[src/rtl/operand_sequencer.sv]
// Operand sequencer for the registered adder: collects A, B and mode one button press at a time,
// waits out the adder latency, then latches result/overflow for display. Optional DEBOUNCE_EN adds a button debouncer.
module operand_sequencer #(
  parameter int WIDTH           = 3,
  parameter int DEBOUNCE_CYCLES = 4
) (
  input  logic             clock,
  input  logic             reset,
  input  logic [WIDTH-1:0] switches,
  input  logic             mode_sw,
  input  logic             enter,
  output logic [WIDTH-1:0] operand1,
  output logic [WIDTH-1:0] operand2,
  output logic             mode,
  input  logic [WIDTH-1:0] result,
  input  logic             overflow,
  output logic [WIDTH-1:0] result_latched,
  output logic             overflow_latched,
  output logic             valid,
  output logic [1:0]       state
);

  typedef enum logic [1:0] {
    S_A    = 2'b00,
    S_B    = 2'b01,
    S_WAIT = 2'b10,
    S_SHOW = 2'b11
  } state_t;

  if (DEBOUNCE_CYCLES < 1) begin : g_bad_debounce_cycles
    $error("DEBOUNCE_CYCLES must be >= 1");
  end

  // Button conditioning
  logic sync1_q, sync1_d;
  logic sync2_q, sync2_d;
  logic dly_q, dly_d;
  logic press;

`ifdef DEBOUNCE_EN
  localparam int CNT_W = $clog2(DEBOUNCE_CYCLES + 1);

  logic             db_q, db_d;
  logic [CNT_W-1:0] db_cnt_q, db_cnt_d;

  // db only flips after s2 has disagreed with it for DEBOUNCE_CYCLES cycles in a row.
  always_comb begin
    db_d     = db_q;
    db_cnt_d = db_cnt_q;
    if (sync2_q == db_q) begin
      db_cnt_d = '0;
    end else if (db_cnt_q == CNT_W'(DEBOUNCE_CYCLES - 1)) begin
      db_d     = sync2_q;
      db_cnt_d = '0;
    end else begin
      db_cnt_d = db_cnt_q + CNT_W'(1);
    end
  end

  always_ff @(posedge clock) begin
    if (reset) begin
      db_q     <= 1'b0;
      db_cnt_q <= '0;
    end else begin
      db_q     <= db_d;
      db_cnt_q <= db_cnt_d;
    end
  end

  always_comb begin
    sync1_d = enter;
    sync2_d = sync1_q;
    dly_d   = db_q;
    press   = db_q & ~dly_q;
  end
`else
  always_comb begin
    sync1_d = enter;
    sync2_d = sync1_q;
    dly_d   = sync2_q;
    press   = sync2_q & ~dly_q;
  end
`endif

  always_ff @(posedge clock) begin
    if (reset) begin
      sync1_q <= 1'b0;
      sync2_q <= 1'b0;
      dly_q   <= 1'b0;
    end else begin
      sync1_q <= sync1_d;
      sync2_q <= sync2_d;
      dly_q   <= dly_d;
    end
  end

  // Sequencer FSM and datapath registers
  state_t           state_q, state_d;
  logic             wait_cnt_q, wait_cnt_d;
  logic [WIDTH-1:0] operand1_q, operand1_d;
  logic [WIDTH-1:0] operand2_q, operand2_d;
  logic             mode_q, mode_d;
  logic [WIDTH-1:0] result_q, result_d;
  logic             overflow_q, overflow_d;
  logic             valid_q, valid_d;

  // valid is a level, not a handshake: it rises when a result is captured
  // and drops only when the next operand B is committed.
  always_comb begin
    state_d    = state_q;
    wait_cnt_d = wait_cnt_q;
    operand1_d = operand1_q;
    operand2_d = operand2_q;
    mode_d     = mode_q;
    result_d   = result_q;
    overflow_d = overflow_q;
    valid_d    = valid_q;
    case (state_q)
      S_A: begin
        if (press) begin
          operand1_d = switches;
          state_d    = S_B;
        end
      end
      S_B: begin
        if (press) begin
          operand2_d = switches;
          mode_d     = mode_sw;
          valid_d    = 1'b0;
          wait_cnt_d = 1'b0;
          state_d    = S_WAIT;
        end
      end
      S_WAIT: begin
        // First edge: adder registers the operands; second edge: its output is ready.
        if (!wait_cnt_q) begin
          wait_cnt_d = 1'b1;
        end else begin
          result_d   = result;
          overflow_d = overflow;
          valid_d    = 1'b1;
          wait_cnt_d = 1'b0;
          state_d    = S_SHOW;
        end
      end
      S_SHOW: begin
        if (press) begin
          state_d = S_A;
        end
      end
      default: state_d = S_A;
    endcase
  end

  always_ff @(posedge clock) begin
    if (reset) begin
      state_q    <= S_A;
      wait_cnt_q <= 1'b0;
      operand1_q <= '0;
      operand2_q <= '0;
      mode_q     <= 1'b0;
      result_q   <= '0;
      overflow_q <= 1'b0;
      valid_q    <= 1'b0;
    end else begin
      state_q    <= state_d;
      wait_cnt_q <= wait_cnt_d;
      operand1_q <= operand1_d;
      operand2_q <= operand2_d;
      mode_q     <= mode_d;
      result_q   <= result_d;
      overflow_q <= overflow_d;
      valid_q    <= valid_d;
    end
  end

  assign operand1         = operand1_q;
  assign operand2         = operand2_q;
  assign mode             = mode_q;
  assign result_latched   = result_q;
  assign overflow_latched = overflow_q;
  assign valid            = valid_q;
  assign state            = state_q;

endmodule

[config.mk]
export PLATFORM = sky130hd
export DESIGN_NAME = operand_sequencer
export DESIGN_NICKNAME = d
export VERILOG_FILES = /design/src/rtl/operand_sequencer.sv
export SDC_FILE = /design/constraint.sdc
export NUM_CORES = 1
export LEC_CHECK = 0
export ABC_AREA = 1
export BUFFER_PORTS_ARGS = -buffer_cell sky130_fd_sc_hd__buf_2
export CORE_MARGIN = 2
export CORE_UTILIZATION = 37
export DETAILED_ROUTE_END_ITERATION = 8
export PLACE_DENSITY = 0.61
export SLEW_MARGIN = 20
export SYNTH_ARGS = -nofsm -noshare
export SYNTH_HDL_FRONTEND = slang
export SYNTH_SLANG_ARGS = --single-unit
[constraint.sdc]
create_clock -name clock -period 1.4 [get_ports clock]
set_input_delay 0.28 -clock clock [delete_from_list [all_inputs] [get_ports clock]]
set_output_delay 0.28 -clock clock [all_outputs]
set_load 0.01 [all_outputs]
==> results.json, run 1 <==
{
  "status": "completed",
  "setup_viol": 0,
  "rrSetupSlack_ps": 140,
  "synth_top_family_by_area": "simple AND/OR/NAND/NOR gates",
  "cts_buffers": 3,
  "worstSetupStartpoint": "state[0]$_SDFFE_PP0P_",
  "synthXorXnorAreaFrac": 0,
  "grt_pass1_wl_um": 2550,
  "slew_violations": 0,
  "syn2layout_area_growth_pct": 23.0,
  "root_buffer": "clkbuf_4",
  "yosysTopAreaCell": "dfxtp_1",
  "crit_path_end": "state[0]$_SDFFE_PP0P_",
  "syn_area_um2": 788,
  "max_freq_ghz": 0.792,
  "num_antenna_cells": 0,
  "synth_warnings": 0,
  "grt_max_degree": 12,
  "power_leakage_nw": 0.475,
  "finalPower_mw": 1.37,
  "synth_area_leaders": "dfxtp_1 46%, ha_1 9.5%, nand2_1 8.6%",
  "syn_nets": 118,
  "ys_top_cells_by_count": "18 x dfxtp_1, 18 x nand2_1, 15 x nor2_1, 12 x inv_1",
  "vias": 701,
  "synthSimpleGateAreaFrac": 0.276,
  "drtPass1Iterations": 4,
  "yosysUniqueCellTypes": 15,
  "dp.final_hpwl_um": 1160,
  "nets": 147,
  "cts_tree": "built",
  "fin_skew_ps": 6.62,
  "clock-sinks": 18,
  "synth_cells": 101,
  "synthAdderAreaFrac": 0.0952,
  "worst_pin_slew_ps": 324,
  "synth_edf_count": 0,
  "ir_worst_vdd_uv": 769,
  "slew_headroom": 0.784,
  "wire_per_inst_um": 9.33,
  "ys.flop_type": "dfxtp_1",
  "hold_viol_final": 0,
  "critical_path_class": "flop to flop",
  "die_area_um2": 2520,
  "gp_routability_congestion": 0.844,
  "worstPathRequired_ps": 1580,
  "slowest_delay_ps": 370,
  "min_period_ps": 1260,
  "ys_seq_elements": 18,
  "drt_first_iter_violations": 7,
  "drcViolationCount": 0,
  "reg2reg_from": "state[0]$_SDFFE_PP0P_",
  "worstSetupStartpointType": "flop",
  "post-cts-setup-buffers": 0,
  "max_cap_violations": 0,
  "critPathSlowestCell": "dfxtp_2",
  "h-tree-depth": 1,
  "rsz0062_at_grt": "false",
  "powerDensity_nw_per_um2": 1420,
  "ant_nets": 0,
  "rr_worst_depth": 8,
  "portBuffers": 24,
  "cpMostUsedCell": "nand2_1",
  "clk_pin_slew_worst_paths_ps": 90,
  "stdcell_count": 155,
  "antenna_found_initial": 0,
  "yosysTopAreaCellShare": 0.457,
  "fin_tns_setup_ps": 0,
  "arrival_ps": 1440,
  "die_h_um": 50.2,
  "dpl.cell_count": 152,
  "ys_seq_area_frac": 0.457,
  "grt.total_usage": 0.131,
  "synth_compound_area_frac": 0.105,
  "core_um2": 1980,
  "post-route-period-util": 0.902,
  "gr-total-overflow": 0,
  "start_util": 0.398,
  "die_x_um": 50.2,
  "min_path_type": "primary input to flop",
  "hold_path_depth": 3,
  "crit_fanout": 5,
  "synth_area_per_cell_um2": 7.80,
  "fp-row-count": 16,
  "routed_wl_um": 1450,
  "path_cells": "inv_1, ha_1, nor2_2, nand2_1, nand2_2, nand3_1, nand2_1, nor2_1",
  "place_ws_ps": 65.0,
  "synth.mux.area_fraction": 0,
  "timing.rr.end": "state[0]$_SDFFE_PP0P_",
  "grt_pass1_vias": 636,
  "setup_slack_ps": 138,
  "pin_count": 25,
  "clk_latency_ps": 290,
  "via_per_inst": 4.52,
  "async_reset_ff_frac": 0,
  "clock_path_buffers": 2,
  "drive_above_1_share": 0.266,
  "crit_path_end_kind": "flop"
}
through the flow:
step / utilization / hold WS [ps] / cell area, um2
floorplan: - / 387 / 788
global placement: 0.477 / 391 / 946
detailed placement: 0.477 / 398 / 946
CTS: 0.489 / 198 / 968
global route: 0.489 / 212 / 970
finish: 0.489 / 200 / 970
power by group:
group | internal, mW | switching, mW | total (mW)
clock | 0.0999 | 0.145 | 0.245
combinational | 0.199 | 0.312 | 0.511
sequential | 0.575 | 0.0417 | 0.617
total | 0.874 | 0.499 | 1.37
flip-flops by register name (all words and copies together), names as in the netlist:
name and flops:
overflow_latched 1, mode 1, dly_d 1, operand1 3
operand2 3, state 2, wait_cnt_q 1, valid 1
result_latched 3, sync1_q 1, dly_q 1
cells in the final DEF (no fill, tap or decap), types with 3 or more instances in the layout:
cell type   n
a21oi_1    10
buf_2      24
clkbuf_4    3
dfxtp_1    17
ha_1        6
inv_1      12
nand2_1    18
nand3_1    10
nor2_1     15
o21ai_0     5
cell families after synthesis:
group,after synthesis
and+or+nand+nor,47
DFF,18
AOI/OAI and AO/OA,16
buffers and inverters,14
adders and majority gates,6
final cells by class:
type / count / area, um2
tap: 27 / 33.8
clock buffer: 3 / 22.5
timing repair buffer: 25 / 128
sequential: 18 / 362
fill: 201 / 1010
inverter: 13 / 48.8
multi-input combinational: 69 / 375
critical path: cells and delay by family (launching register included):
| kind | cells | cell delay, ps |
|---|---|---|
| fa+ha+maj | 1 | 270 |
| buf+inv | 1 | 90 |
| flops | 1 | 370 |
| simple gates | 6 | 440 |
worst min path at each step:
stage	from	to	slack, ps
final	enter	sync1_q$_SDFF_PP0_	200
after global routing	enter	sync1_q$_SDFF_PP0_	210
after CTS	enter	sync1_q$_SDFF_PP0_	200
after detailed placement	sync1_q$_SDFF_PP0_	dly_d$_SDFF_PP0_	400
after global placement	sync1_q$_SDFF_PP0_	dly_d$_SDFF_PP0_	390
after floorplan	enter	sync1_q$_SDFF_PP0_	390
metal layers:
metal / track usage / vias to the layer above / part of all wire
met2: 0.213 / 14 / 0.44
met4: 0.0556 / 0 / 0.015
li1: - / 378 / -
met1: 0.159 / 307 / 0.50
met5: 0 / - / 0
met3: 0.0387 / 2 / 0.049
repair_timing:
action | 4_1_cts | 5_1_grt
gates resized for setup | 0 | 1
setup endpoints to repair | 0 | 2
hold buffers | 0 | 0
Power figures use the tool's default switching activity.
==> run 2, diff against run 1 <==
BUFFER_PORTS_ARGS = default   (was -buffer_cell sky130_fd_sc_hd__buf_2)
DONT_BUFFER_PORTS = 1   (was default)
PLACE_DENSITY = 0.51   (was 0.61)
==> run 2 against run 1 <==
  * Register-to-register slack worse by 20 ps
  * Utilization down 5.1 points
  * Sequential share of layout area up 4.1 points
  * Wire length up 1.9%
  * Sequential power about the same
  * Total power up 2.7%
  * Worst hold slack worse by 160 ps
  * Critical path depth unchanged
  * Clock-buffer cell count up 1
  * First-iteration DRC count down 43%
  * Largest cell class unchanged
  * Largest power group unchanged
  * Highest routed layer unchanged
==> results.json, run 2 (synthesis gave the netlist of run 1 again) <==
{
  "status": "completed",
  "timing.rr.end": "state[1]$_SDFFE_PP0P_",
  "setup_viol": 0,
  "syn2layout_area_growth_pct": 10.3,
  "reg2reg_from": "state[0]$_SDFFE_PP0P_",
  "fin_hold_ws_ps": 41.1,
  "grt_pass1_wl_um": 2420,
  "worstPathRequired_ps": 1600,
  "post_cts_resized": 0,
  "dp.final_hpwl_um": 1170,
  "cts_hold_buf": 0,
  "fin_tns_setup_ps": 0,
  "drt_first_iter_violations": 4,
  "via_per_inst": 4.70,
  "clk_pin_slew_worst_paths_ps": 110,
  "rr_worst_depth": 8,
  "max_freq_ghz": 0.782,
  "portBuffers": 0,
  "nets": 124,
  "gp_routability_congestion": 0.771,
  "clock-sinks": 18,
  "num_antenna_cells": 0,
  "max_cap_violations": 0,
  "rsz0062_at_grt": "false",
  "clk_latency_ps": 290,
  "clock_path_buffers": 2,
  "h-tree-depth": 1,
  "die_x_um": 50.2,
  "post-cts-setup-buffers": 0,
  "grt.total_usage": 0.127,
  "drcViolationCount": 0,
  "min_period_ps": 1280,
  "die_area_um2": 2520,
  "hold_path_depth": 1,
  "antenna_found_initial": 0,
  "cts_buffers": 3,
  "rrSetupSlack_ps": 120,
  "worst_pin_slew_ps": 316,
  "fp-row-count": 16,
  "core_um2": 1980,
  "holdCritStartpoint": "reset",
  "min_path_type": "primary input to flop",
  "critical_path_class": "flop to flop",
  "arrival_ps": 1470,
  "grt_pass1_vias": 577,
  "pin_count": 25,
  "crit_fanout": 5,
  "slew_violations": 0,
  "die_h_um": 50.2,
  "start_util": 0.398,
  "cts_tree": "built",
  "slew_headroom": 0.789,
  "post-route-period-util": 0.914,
  "fin_skew_ps": 2.69,
  "powerDensity_nw_per_um2": 1620,
  "worstSetupStartpointType": "flop",
  "crit_path_end_kind": "flop",
  "gr-total-overflow": 0,
  "vias": 625,
  "grt_max_degree": 12,
  "min_to": "mode$_SDFFE_PP0P_",
  "root_buffer": "clkbuf_4",
  "routed_wl_um": 1470,
  "ant_nets": 0,
  "drive_above_1_share": 0.104,
  "power_leakage_nw": 0.371,
  "ir_worst_vdd_uv": 707,
  "drtPass1Iterations": 4,
  "wire_per_inst_um": 11.1,
  "final_cell_mix": "18 x nand2_1, 18 x dfxtp_1, 15 x nor2_1",
  "hold_viol_final": 0
}
run 2: changes by cell type in the layout (fill, tap and decap cells not counted), sizes merged:
| cell | previous run | this run |
|---|---|---|
| buf | 25 | 2 |
| clkbuf | 3 | 4 |
run 2: worst max path at each step:
stage,start,endpoint,slack [ps],depth (start not counted)
6_report,state[0]$_SDFFE_PP0P_,state[1]$_SDFFE_PP0P_,120,8
5_1_grt,state[0]$_SDFFE_PP0P_,state[1]$_SDFFE_PP0P_,20,8
4_1_cts,state[0]$_SDFFE_PP0P_,state[1]$_SDFFE_PP0P_,110,8
3_5_place_dp,state[0]$_SDFFE_PP0P_,state[1]$_SDFFE_PP0P_,130,8
3_3_place_gp,state[1]$_SDFFE_PP0P_,state[0]$_SDFFE_PP0P_,170,7
2_1_floorplan,state[1]$_SDFFE_PP0P_,state[0]$_SDFFE_PP0P_,100,8
run 2: metrics by stage:
stage                     utilization  std cells  power [mW]  setup WS, ps  instance area [um2]
after floorplan                     -        101       0.996           101                  788
after global placement          0.420        129        1.10           170                  833
after detailed placement        0.420        129        1.11           132                  833
after CTS                       0.439        133        1.43           113                  870
after global routing            0.439        133        1.53          16.1                  870
final                           0.439        133        1.41           120                  870
run 2: cell type report:
cell class / instances / area (um2)
inverter: 13 / 48.8
tap: 27 / 33.8
timing repair buffer: 2 / 15.0
sequential: 18 / 360
fill: 211 / 1110
clock buffer: 4 / 36.3
multi-input combinational: 69 / 375
run 2: critical path, stage by stage, from the launching register on:
cell	delay [ps]
dfxtp_1	370
inv_1	100
ha_1	270
nor2_2	110
nand2_1	60
nand2_2	80
nand3_1	80
nand2_1	60
nor2_1	40
run 2: power by group:
part           total [mW]  switching (mW)  internal (mW)
combinational       0.468           0.291          0.177
sequential          0.619          0.0475          0.572
clock               0.322           0.164          0.158
total                1.41           0.502          0.907
run 2: routing by layer:
metal / wire (um) / part of all wire / track usage / vias up
met3: 124 / 0.084 / 0.0565 / 2
met4: 13 / 0.0088 / 0.0417 / 0
met1: 668 / 0.45 / 0.145 / 280
li1: - / - / - / 325
met2: 668 / 0.45 / 0.211 / 18
met5: 0 / 0 / 0 / -
==> run 3, diff against run 2 <==
clock period = 1.3 ns   (was 1.4 ns; I/O delays follow)
==> run 3 against run 2 <==
  * Clock power increased by 6%
  * Worst setup slack got worse by 5.7 ps
  * Sequential power grew 11%
  * Sequential share of layout area fell by 1.7 points
  * Utilization rose by 2.5 points
  * Combinational power rose by 27%
  * Clock-buffer cell count unchanged
  * Die area stayed put
  * Critical endpoint is now state[0]$_SDFFE_PP0P_
==> results.json, run 3 (synthesis gave the netlist of run 1 again) <==
{
  "antenna_found_initial": 0,
  "hold_path_depth": 1,
  "grt_pass1_vias": 580,
  "place_ws_ps": 25.4,
  "ir_worst_vdd_uv": 829,
  "gr-total-overflow": 0,
  "nets": 129,
  "final_cell_mix": "17 x nand2_1, 16 x dfxtp_1, 15 x nor2_1",
  "fin_tns_setup_ps": 0,
  "clk_pin_slew_worst_paths_ps": 100,
  "root_buffer": "clkbuf_4",
  "die_h_um": 50.2,
  "seq_area_um2": 365,
  "cts_buffers": 3,
  "critical_path_class": "flop to flop",
  "cpMostUsedCell": "nand2_1",
  "clock_path_buffers": 2,
  "drive_above_1_share": 0.171,
  "grt_pass1_wl_um": 2530,
  "path_cells": "inv_1, ha_1, nor2_2, nand2_1, nand2_2, nand3_1, nand2_1, nor2_1",
  "worst_pin_slew_ps": 319,
  "holdCritStartpoint": "reset",
  "num_antenna_cells": 0,
  "arrival_ps": 1380,
  "reg2reg_from": "state[0]$_SDFFE_PP0P_",
  "min_to": "operand1[2]$_SDFFE_PP0P_",
  "pin_count": 25,
  "wire_per_inst_um": 10.8,
  "gp_routability_congestion": 0.786,
  "start_util": 0.398,
  "status": "completed",
  "multi_input_area_um2": 380,
  "drtPass1Iterations": 4,
  "slew_headroom": 0.786,
  "clk_latency_ps": 290,
  "rr_worst_depth": 8,
  "die_area_um2": 2520,
  "timing.rr.end": "state[0]$_SDFFE_PP0P_",
  "post-route-period-util": 0.912,
  "hold_viol_final": 0,
  "drcViolationCount": 0,
  "slowest_delay_ps": 360,
  "fin_skew_ps": 2.42,
  "cts_tree": "built",
  "worstSetupStartpointType": "flop",
  "crit_path_end_kind": "flop",
  "dp.final_hpwl_um": 1120,
  "min_path_type": "primary input to flop",
  "core_um2": 1980,
  "worstPathRequired_ps": 1490,
  "syn2layout_area_growth_pct": 16.7,
  "die_x_um": 50.2,
  "fin_area_um2": 920,
  "routed_wl_um": 1490,
  "power_leakage_nw": 0.396,
  "drt_first_iter_violations": 11,
  "powerDensity_nw_per_um2": 1760,
  "layout_commonest_cell": "nand2_1",
  "rrSetupSlack_ps": 110,
  "clock-sinks": 18,
  "max_freq_ghz": 0.844,
  "setup_viol": 0,
  "min_period_ps": 1190,
  "via_per_inst": 4.63,
  "slew_violations": 0,
  "vias": 639,
  "setup_slack_ps": 115,
  "portBuffers": 0,
  "h-tree-depth": 1,
  "dpl_cell_area_um2": 856,
  "fp-row-count": 16,
  "critPathSlowestCell": "dfxtp_2",
  "grt_max_degree": 12,
  "grt.total_usage": 0.130,
  "crit_fanout": 4,
  "num-fill-cells": 186,
  "max_cap_violations": 0,
  "ant_nets": 0
}
==> run 3: changes by cell type in the layout (fill, tap and decap cells not counted) <==
cell	delta
buf_4	+4
dfxtp_1	-2
dfxtp_2	+1
dfxtp_4	+1
dlygate4sd3_1	+1
ha_1	-1
ha_2	+1
nand2_1	-1
nand2_2	+1
==> run 3: worst max-delay path: cells and delay by family (launching register included) <==
family | cells | cell delay [ps]
adders and majority gates | 1 | 230
buffers and inverters | 1 | 90
DFF | 1 | 360
and+or+nand+nor | 6 | 420
==> run 3: worst max-delay path by stage <==
stage                                     start                  endpoint  cells past startpoint
after floorplan           state[1]$_SDFFE_PP0P_     state[0]$_SDFFE_PP0P_                      8
after global routing      state[0]$_SDFFE_PP0P_  operand1[2]$_SDFFE_PP0P_                      6
final                     state[0]$_SDFFE_PP0P_     state[0]$_SDFFE_PP0P_                      8
after global placement    state[1]$_SDFFE_PP0P_     state[1]$_SDFFE_PP0P_                      8
after detailed placement  state[1]$_SDFFE_PP0P_     state[0]$_SDFFE_PP0P_                      8
after CTS                 state[1]$_SDFFE_PP0P_     state[0]$_SDFFE_PP0P_                      8
==> run 3: report_power, final <==
group          total [mW]  switching [mW]  leakage [nW]  internal (mW)
registers           0.684          0.0593         0.147          0.624
logic               0.595           0.329         0.227          0.266
clock network       0.341           0.170        0.0210          0.170
==> run 3: cell type report <==
cell class                 instances  area share
multi-input combinational         69       0.414
sequential                        18       0.397
timing repair buffer               7      0.0599
inverter                          13      0.0531
clock buffer                       4      0.0395
tap                               27      0.0367
==> run 3: routing by layer <==
| layer | up-vias | track usage | wire [um] |
|---|---|---|---|
| met5 | - | 0 | 0 |
| met4 | 0 | 0.0694 | 15 |
| met3 | 2 | 0.0387 | 137 |
| met2 | 21 | 0.204 | 673 |
| met1 | 276 | 0.158 | 659 |
| li1 | 340 | - | - |
==> run 3: repair_timing <==
item | 4_1_cts | 5_1_grt
endpoints found under the setup margin | 0 | 15
hold buffers | 0 | 1
resized for setup | 0 | 5
buffers inserted | 0 | 1
hold endpoints to repair | 0 | 9
==> run 3: per-stage QoR <==
step           total power [mW]  hold WS, ps  utilization  instances
2_1_floorplan              1.07          367            -        101
3_3_place_gp               1.24          331        0.432        132
6_report                   1.62         24.5        0.464        138
5_1_grt                    1.78         2.16        0.464        138
3_5_place_dp               1.25          332        0.432        132
4_1_cts                    1.60         7.31        0.450        136
